$ cat config.mk
export PLATFORM = sky130hd
export DESIGN_NAME = sop_out_fifo
export DESIGN_NICKNAME = d
export VERILOG_FILES = /design/src/rtl/sop_pkg.sv /design/src/rtl/sop_fifo_mem.sv /design/src/rtl/sop_out_fifo.sv
export SDC_FILE = /design/constraint.sdc
export NUM_CORES = 1
export LEC_CHECK = 0
export ABC_AREA = 0
export ABC_CLOCK_PERIOD_IN_PS = 6300
export CAP_MARGIN = 25
export CELL_PAD_IN_SITES_DETAIL_PLACEMENT = 1
export CELL_PAD_IN_SITES_GLOBAL_PLACEMENT = 1
export CORE_MARGIN = 2
export CORE_UTILIZATION = 35
export DETAILED_ROUTE_END_ITERATION = 10
export PLACE_DENSITY_LB_ADDON = 0.1
export SLEW_MARGIN = 20
export SYNTH_ARGS = -nofsm -noshare
export SYNTH_HDL_FRONTEND = slang
export SYNTH_SLANG_ARGS = --single-unit
export TNS_END_PERCENT = 20
$ cat constraint.sdc
create_clock -name CLK -period 6.3 [get_ports CLK]
set_input_delay 1.26 -clock CLK [delete_from_list [all_inputs] [get_ports CLK]]
set_output_delay 1.26 -clock CLK [all_outputs]
set_load 0.02 [all_outputs]
$ cat src/rtl/sop_pkg.sv
// Shared definitions for the 4-tap sum-of-products datapath and its output FIFO.
package sop_pkg;

  localparam int SOP_SIZE  = 4;
  localparam int SOP_DEPTH = 8;

  // A product of two SIZE-bit values plus four accumulated taps needs 2*SIZE+2 bits.
  function automatic int sop_w(input int size);
    return 2 * size + 2;
  endfunction

  localparam int SOP_W = sop_w(SOP_SIZE);

  typedef logic [SOP_W-1:0] sop_word_t;

endpackage

$ cat src/rtl/sop_fifo_mem.sv
// DEPTH x W register array: synchronous write, asynchronous read, storage never reset.
module sop_fifo_mem #(
  parameter int W     = 10,
  parameter int DEPTH = 8,
  parameter int AW    = 3
) (
  input  logic         clk,
  input  logic         we,
  input  logic [AW-1:0] waddr,
  input  logic [W-1:0]  wdata,
  input  logic [AW-1:0] raddr,
  output logic [W-1:0]  rdata
);

  logic [W-1:0] mem [DEPTH];

  always_ff @(posedge clk) begin
    if (we) mem[waddr] <= wdata;
  end

  assign rdata = mem[raddr];

endmodule

$ cat src/rtl/sop_out_fifo.sv
// First-word-fall-through output FIFO for SOP results with sticky overflow flag.
// Optional peak tracking is enabled by defining SOP_PEAK_TRACK_EN.
module sop_out_fifo
  import sop_pkg::*;
#(
  parameter int SIZE  = SOP_SIZE,
  parameter int DEPTH = SOP_DEPTH,
  parameter int AW    = $clog2(DEPTH)
) (
  input  logic                   CLK,
  input  logic                   RST,
  input  logic [sop_w(SIZE)-1:0] DIN,
  input  logic                   DIN_VLD,
  output logic [sop_w(SIZE)-1:0] DOUT,
  output logic                   DOUT_VLD,
  input  logic                   DOUT_RDY,
  output logic                   FULL,
  output logic                   EMPTY,
  output logic [AW:0]            COUNT,
  output logic                   OVF,
  input  logic                   OVF_CLR,
  output logic [sop_w(SIZE)-1:0] PEAK,
  input  logic                   PEAK_CLR
);

  localparam int W = sop_w(SIZE);

  logic [AW-1:0] wr_ptr;
  logic [AW-1:0] rd_ptr;
  logic [AW:0]   count;
  logic          ovf;
  logic [W-1:0]  rd_data;
  logic          push;
  logic          pop;
  logic          drop;

  // Flags come only from the registered count so they never see the handshake inputs.
  assign EMPTY    = (count == '0);
  assign FULL     = (count == (AW+1)'(DEPTH));
  assign DOUT_VLD = !EMPTY;
  assign COUNT    = count;
  assign OVF      = ovf;

  assign pop  = DOUT_VLD & DOUT_RDY;
  assign push = DIN_VLD & (!FULL | pop);
  assign drop = DIN_VLD & FULL & !pop;

  sop_fifo_mem #(
    .W     (W),
    .DEPTH (DEPTH),
    .AW    (AW)
  ) u_mem (
    .clk   (CLK),
    .we    (push),
    .waddr (wr_ptr),
    .wdata (DIN),
    .raddr (rd_ptr),
    .rdata (rd_data)
  );

  assign DOUT = EMPTY ? '0 : rd_data;

  always_ff @(posedge CLK or posedge RST) begin
    if (RST) begin
      wr_ptr <= '0;
      rd_ptr <= '0;
      count  <= '0;
    end else begin
      if (push) wr_ptr <= wr_ptr + AW'(1);
      if (pop)  rd_ptr <= rd_ptr + AW'(1);
      case ({push, pop})
        2'b10:   count <= count + (AW+1)'(1);
        2'b01:   count <= count - (AW+1)'(1);
        default: count <= count;
      endcase
    end
  end

  // A drop in the same cycle as a clear keeps the flag set so no event is lost.
  always_ff @(posedge CLK or posedge RST) begin
    if (RST)          ovf <= 1'b0;
    else if (drop)    ovf <= 1'b1;
    else if (OVF_CLR) ovf <= 1'b0;
  end

`ifdef SOP_PEAK_TRACK_EN
  logic [W-1:0] peak;

  // A clear coinciding with a push restarts tracking from that pushed word.
  always_ff @(posedge CLK or posedge RST) begin
    if (RST)                                peak <= '0;
    else if (push && (PEAK_CLR || DIN > peak)) peak <= DIN;
    else if (PEAK_CLR)                      peak <= '0;
  end

  assign PEAK = peak;
`else
  logic unused_peak_clr;

  assign unused_peak_clr = PEAK_CLR;
  assign PEAK            = '0;
`endif

endmodule

==> results_dict.tcl <==
set metrics [dict create \
    outcome "finished, final reports clean" \
    avgSynthCellArea_um2 17.89 \
    fillCellCount 1078 \
    grt_pass1_vias 2029 \
    multi_input_area_mm2 0.001041 \
    vias 1924 \
    worst_clock_skew_ns 0.009531 \
    yosysTopAreaCellShare 0.6277 \
    wl_um 7565 \
    timing.fmax_mhz 261.1 \
    place_area_mm2 0.004293 \
    cp.arrival_ns 2.57 \
    start_util 0.3562 \
    rows 38 \
    p_leak_nw 1.522 \
    postCtsResizedCells 0 \
    cts_setup_buffers 0 \
    yosysTopAreaCell "edfxtp_1" \
    required_ns 5.04 \
    syn_inst 214 \
    synth_most_common_cell "edfxtp_1" \
    max-slew-margin-rel 0.3850 \
    final_layout_size_suffix_gt1_frac 0.1931 \
    syn2layout_area_growth_pct 16.54 \
    antenna_found_initial 0 \
    hold_path_class "reg -> reg" \
    synthArstFlopShare 0.1209 \
    die_area_mm2 0.01179 \
    htreeDepth 3 \
    fp.coreArea_mm2 0.01075 \
    yosysWarnings 0 \
    netlist_area_mm2 0.003827 \
    rsz0062_at_grt "false" \
    ir_drop_v 0.0001672 \
    p_per_area_mw_per_mm2 441.3 \
    stdcell_area_mm2 0.004461 \
    drv_slew 0 \
    cts_made_buffers 9 \
    clock_insertion_delay_worst_skew_ns 0.35 \
    gp_congestion 0.6910 \
    die_h_um 108.6 \
    final_nets 273 \
    clock_path_buffers 2 \
    cts_sinks 91 \
    via_per_inst 4.822 \
    synth_area_leaders "edfxtp_1, mux4_2, dfrtp_1" \
    drt_pass1_iterations 4 \
    clkSlewWorstSetupHoldPaths_ns 0.09 \
    seq_area_mm2 0.002678 \
    synth_top_cells_by_count "edfxtp_1, mux4_2, nor2_1" \
    dominantRegCellSynth "edfxtp_1" \
    netlist-cell-type-count 35 \
    hold_viol_final 0 \
    setup_viol 0 \
    grt_pass1_wl_um 11690 \
    fin_crit_sh 0.6079 \
    tightestPinTransition_ns 0.9156 \
    diodes 0 \
    synth_edf_count 80 \
    end_kind "output pin" \
    cp_max_fo 12 \
    grt_max_degree 23 \
    drc 0 \
    ys_ff_latch 91 \
    ant_nets 0 \
    dpl_worst_slack_ns 2.706 \
    ios 44 \
    worstSetupPathType "reg -> out" \
    wire_per_inst_um 18.96 \
    clock-root-buffer "clkbuf_8" \
    port-buffer-count 32 \
    fin_crit_ns 3.830 \
    fp.dieW_um 108.6 \
    cts_tree "built" \
    overflow 0 \
    crit_path_start_kind "flip-flop" \
    drt-initial-drc-count 45 \
    setup_tns_ns 0 \
    dp_hpwl_um 4562 \
    grtUsageTotal 0.1397 \
    finish.utilization 0.4151 \
    setup_slack_ns 2.470 \
    drv_cap 0 \
    ctsHoldBuffers 0 \
    yosysSeqAreaShare 0.6996 \
]
[logic make-up after synthesis]
group                    after synthesis  synth area share
other                                  1         0.0009798
buffers and inverters                 26           0.04119
AO/OA/AOI/OAI                         14           0.02877
flip-flops                            91            0.6996
adder cells (fa/ha/maj)                3          0.009808
XOR/XNOR                               6           0.01373
AND/OR/NAND/NOR                       41           0.05623
multiplexers                          32            0.1497
[final timing paths]
path | startpoint | to | slack (ns) | depth (start not counted)
hold reg to reg | OVF$_DFFE_PP0P_ | OVF$_DFFE_PP0P_ | 0.53 | 2
max in group asynchronous | RST | OVF$_DFFE_PP0P_ | 4.76 | 2
setup reg to reg | COUNT[0]$_DFFE_PP0P_ | u_mem.mem[7][8]$_DFFE_PP_ | 4.19 | 5
hold / removal | OVF$_DFFE_PP0P_ | OVF$_DFFE_PP0P_ | 0.53 | 2
min in group asynchronous | RST | COUNT[2]$_DFFE_PP0P_ | 1.21 | 2
setup / recovery | COUNT[0]$_DFFE_PP0P_ | EMPTY | 2.47 | 3
[worst max-delay path: stages (launching register included)]
cell and delay (ns):
dfrtp_1 0.53, or4_4 0.61, inv_1 0.37, clkdlybuf4s50_1 0.70
[placed cells by master, fill, tap and decap left out, types with 2 or more instances in the layout]
| cell type | instances |
|---|---|
| nor3_1 | 6 |
| xor2_1 | 2 |
| nand2_2 | 2 |
| clkinv_1 | 2 |
| a21oi_1 | 4 |
| xnor2_1 | 4 |
| clkbuf_1 | 3 |
| mux2i_1 | 10 |
| ha_1 | 3 |
| buf_4 | 8 |
| dfrtp_1 | 11 |
| inv_1 | 5 |
| nor4b_1 | 2 |
| nand2_1 | 5 |
| clkbuf_8 | 9 |
| nand2b_1 | 3 |
| nand3_1 | 2 |
| mux2_2 | 2 |
| o21ai_0 | 3 |
| nor2_1 | 16 |
| conb_1 | 10 |
| edfxtp_1 | 80 |
| mux4_2 | 20 |
| clkinv_2 | 2 |
| clkdlybuf4s50_1 | 32 |
[layer usage]
| metal | wire [um] | part of all wire | GRT usage |
|---|---|---|---|
| met1 | 3466 | 0.46 | 0.1798 |
| met2 | 3717 | 0.49 | 0.2286 |
| met3 | 226 | 0.030 | 0.02351 |
| met4 | 153 | 0.020 | 0.06960 |
| met5 | 0 | 0 | 0 |
[state kept, by name, indices dropped and copies added, names as in the netlist]
signal	flops
COUNT	4
OVF	1
rd_ptr	3
u_mem.mem	80
wr_ptr	3
[cell type report]
cell class,count,share of cell area
well taps,140,0.03927
clock buffers,12,0.03029
repair buffers,41,0.08864
clock inverters,4,0.003927
inverters,5,0.004208
flip-flops and latches,91,0.6003
multi-input cells,106,0.2334
[report_power, final]
| group | switching [mW] | internal (mW) | total (mW) |
|---|---|---|---|
| combinational | 0.372 | 0.392 | 0.765 |
| sequential | 0.110 | 0.763 | 0.872 |
| clock | 0.192 | 0.140 | 0.332 |
[through the flow]
step	hold WS (ns)	total power, mW	std cells
detailed placement	0.5258	1.666	382
floorplan	0.5385	1.371	223
global placement	0.5191	1.654	382
finish	0.5343	1.969	399
CTS	0.5434	2.002	398
global route	0.5915	2.086	399
Note: power is estimated with default switching activity, not from simulation.
==> variant (same flow settings) <==
The package constant `SOP_SIZE` goes from 4 to 16.
--- a/src/rtl/sop_pkg.sv
+++ b/src/rtl/sop_pkg.sv
@@ -1,7 +1,7 @@
 // Shared definitions for the 4-tap sum-of-products datapath and its output FIFO.
 package sop_pkg;
 
-  localparam int SOP_SIZE  = 4;
+  localparam int SOP_SIZE  = 16;
   localparam int SOP_DEPTH = 8;
 
   // A product of two SIZE-bit values plus four accumulated taps needs 2*SIZE+2 bits.
Interface: changed (resized DIN, DOUT and PEAK); port bits go from 44 to 116. The function was not compared with the original's and may differ.
==> variant against the unedited design <==
  * Combinational power grew to 2.9 times the old value
  * Clock power grew to 5.4 times the old value
  * Cell area grew to 3.0 times the old value
  * Die area grew to 2.9 times the old value
  * Area after synthesis grew to 2.9 times the old value
  * Sequential cell count grew 192
  * Routed wire length grew to 3.2 times the old value
  * Global-route usage grew 0.64 points
  * Maximum frequency shrank 16%
  * Power grew to 3.4 times the old value
  * Worst setup slack lost 730 ps
  * Largest cell class unchanged
  * Largest power group unchanged
==> variant: results (changes against the unedited design) <==
outcome=finished, final reports clean; Arrival @ worst endpoint=3300 ps (+730 ps); LEAKAGE=4.49 nW (+190%); post-placement cell area=12500 um^2 (+190%); count of buffers from port buffering=80 (+150%); layout cells sized above 1=0.222 (+0.0292); Max clock buf depth=3 (+1); Worst IR Drop VDD=0.301 mV (+80%); sw power=2.09 mW (+210%); vias per inst=4.97 (+3.1%); met3 Use GR=0.0246 (+0.00106); CTS root buf=clkbuf_16; Synth Area in Compound Gates=0.00975 (-0.0190); All-Layer GR Usage=0.146 (+0.00637); DR vias=5311 (+180%); crit-path max FO=26 (+14); cell count after synthesis=544 (+150%); largest net degree at the start of global routing=38 (+65%); met1 Use GR=0.192 (+0.0125); dpl cells=1012 (+160%); most frequent cells after synthesis=272 x edfxtp_1, 68 x mux4_2, 40 x nor2_1, 37 x buf_4, 34 x mux2i_1; leading post-synthesis cells by cell area=edfxtp_1 72%, mux4_2 14%, mux2i_1 3.0%; Num CTS Buffers=31 (+22); H-tree levels=1 (-2); fillers=2980 (+180%); vias in the first global route=5958 (+190%); Synth Area in XOR/XNOR=0.00466 (-0.00907); Clock transition at path regs=60 ps (-30 ps); Resize count post-CTS=0 (unchanged); GRT met2 Usage=0.254 (+0.0259); number of flip-flops in the largest register=272 (+240%); clock skew=7.89 ps (-1.64 ps); adder-cell share of the synthesized area=0.00333 (-0.00648); final-stage net count=686 (+150%); Skew-Pair Late Insertion Delay=540 ps (+190 ps); WL/cell=22.5 um (+19%); Worst-Margin Slew=782 ps (-133 ps); pre-CTS setup slack=2180 ps (-530 ps); violation count after the first detailed-route iteration=341 (+660%); ys async rst share=0.0389 (-0.0820); first-pass GRT wire length=36.7 mm (+210%); post-synth cell types=38 (+8.6%); Seq/Total Area, Yosys=0.748 (+0.0484)
==> variant: path summary, 6_finish.rpt <==
check                                       from                         end  slack, ps  cells past startpoint
hold / removal                   OVF$_DFFE_PP0P_             OVF$_DFFE_PP0P_        540                      2
hold reg to reg                  OVF$_DFFE_PP0P_             OVF$_DFFE_PP0P_        540                      2
max in group asynchronous                    RST       rd_ptr[0]$_DFFE_PP0N_       4920                      2
min in group asynchronous                    RST        COUNT[2]$_DFFE_PP0P_       1030                      2
setup reg to reg            COUNT[0]$_DFFE_PP0P_  u_mem.mem[7][15]$_DFFE_PP_       3800                      5
setup / recovery           rd_ptr[0]$_DFFE_PP0N_                     DOUT[4]       1740                      6
==> variant: logic make-up (layout without fill, tap and decap cells) <==
logic type / after synthesis / in the layout
flip-flops: 283 / 283
other: 1 / 34
AO/OA/AOI/OAI: 14 / 14
buffers and inverters: 68 / 157
adder cells (fa/ha/maj): 3 / 3
XOR/XNOR: 6 / 6
AND/OR/NAND/NOR: 65 / 65
multiplexers: 104 / 104
==> variant: metrics by stage <==
step / power (mW) / util
2_1_floorplan: 4.02 / -
3_3_place_gp: 4.87 / 0.394
3_5_place_dp: 4.94 / 0.395
4_1_cts: 6.77 / 0.427
5_1_grt: 6.97 / 0.427
6_report: 6.63 / 0.427
==> variant: critical path, stage by stage (launching register included) <==
cell and delay (ps):
dfrtp_4 780, buf_12 300, buf_4 320, mux4_2 550, mux2i_1 140, nor2_1 60, clkdlybuf4s50_1 570
==> variant: final cells by class <==
cell class	count	area, um^2	share of cell area
Tap cell	402	503	0.0372
Sequential cell	283	8450	0.626
Clock inverter	20	220	0.0163
Clock buffer	36	795	0.0588
Timing Repair Buffer	96	946	0.0700
Inverter	5	20.0	0.00148
Multi-Input combinational cell	226	2570	0.191
==> variant: power by group through the flow <==
stage	clock, mW	sequential (mW)	combinational (mW)
final	1.80	2.62	2.20
after CTS	1.86	2.64	2.27
after detailed placement	0	2.68	2.26
after global placement	0	2.75	2.12
after global routing	1.92	2.67	2.38
after floorplan	0	2.49	1.53
==> variant: layer usage <==
layer,up-vias,share of wire
met1,2833,0.44
met3,31,0.040
li1,2330,-
met2,117,0.51
met5,-,0
met4,0,0.018
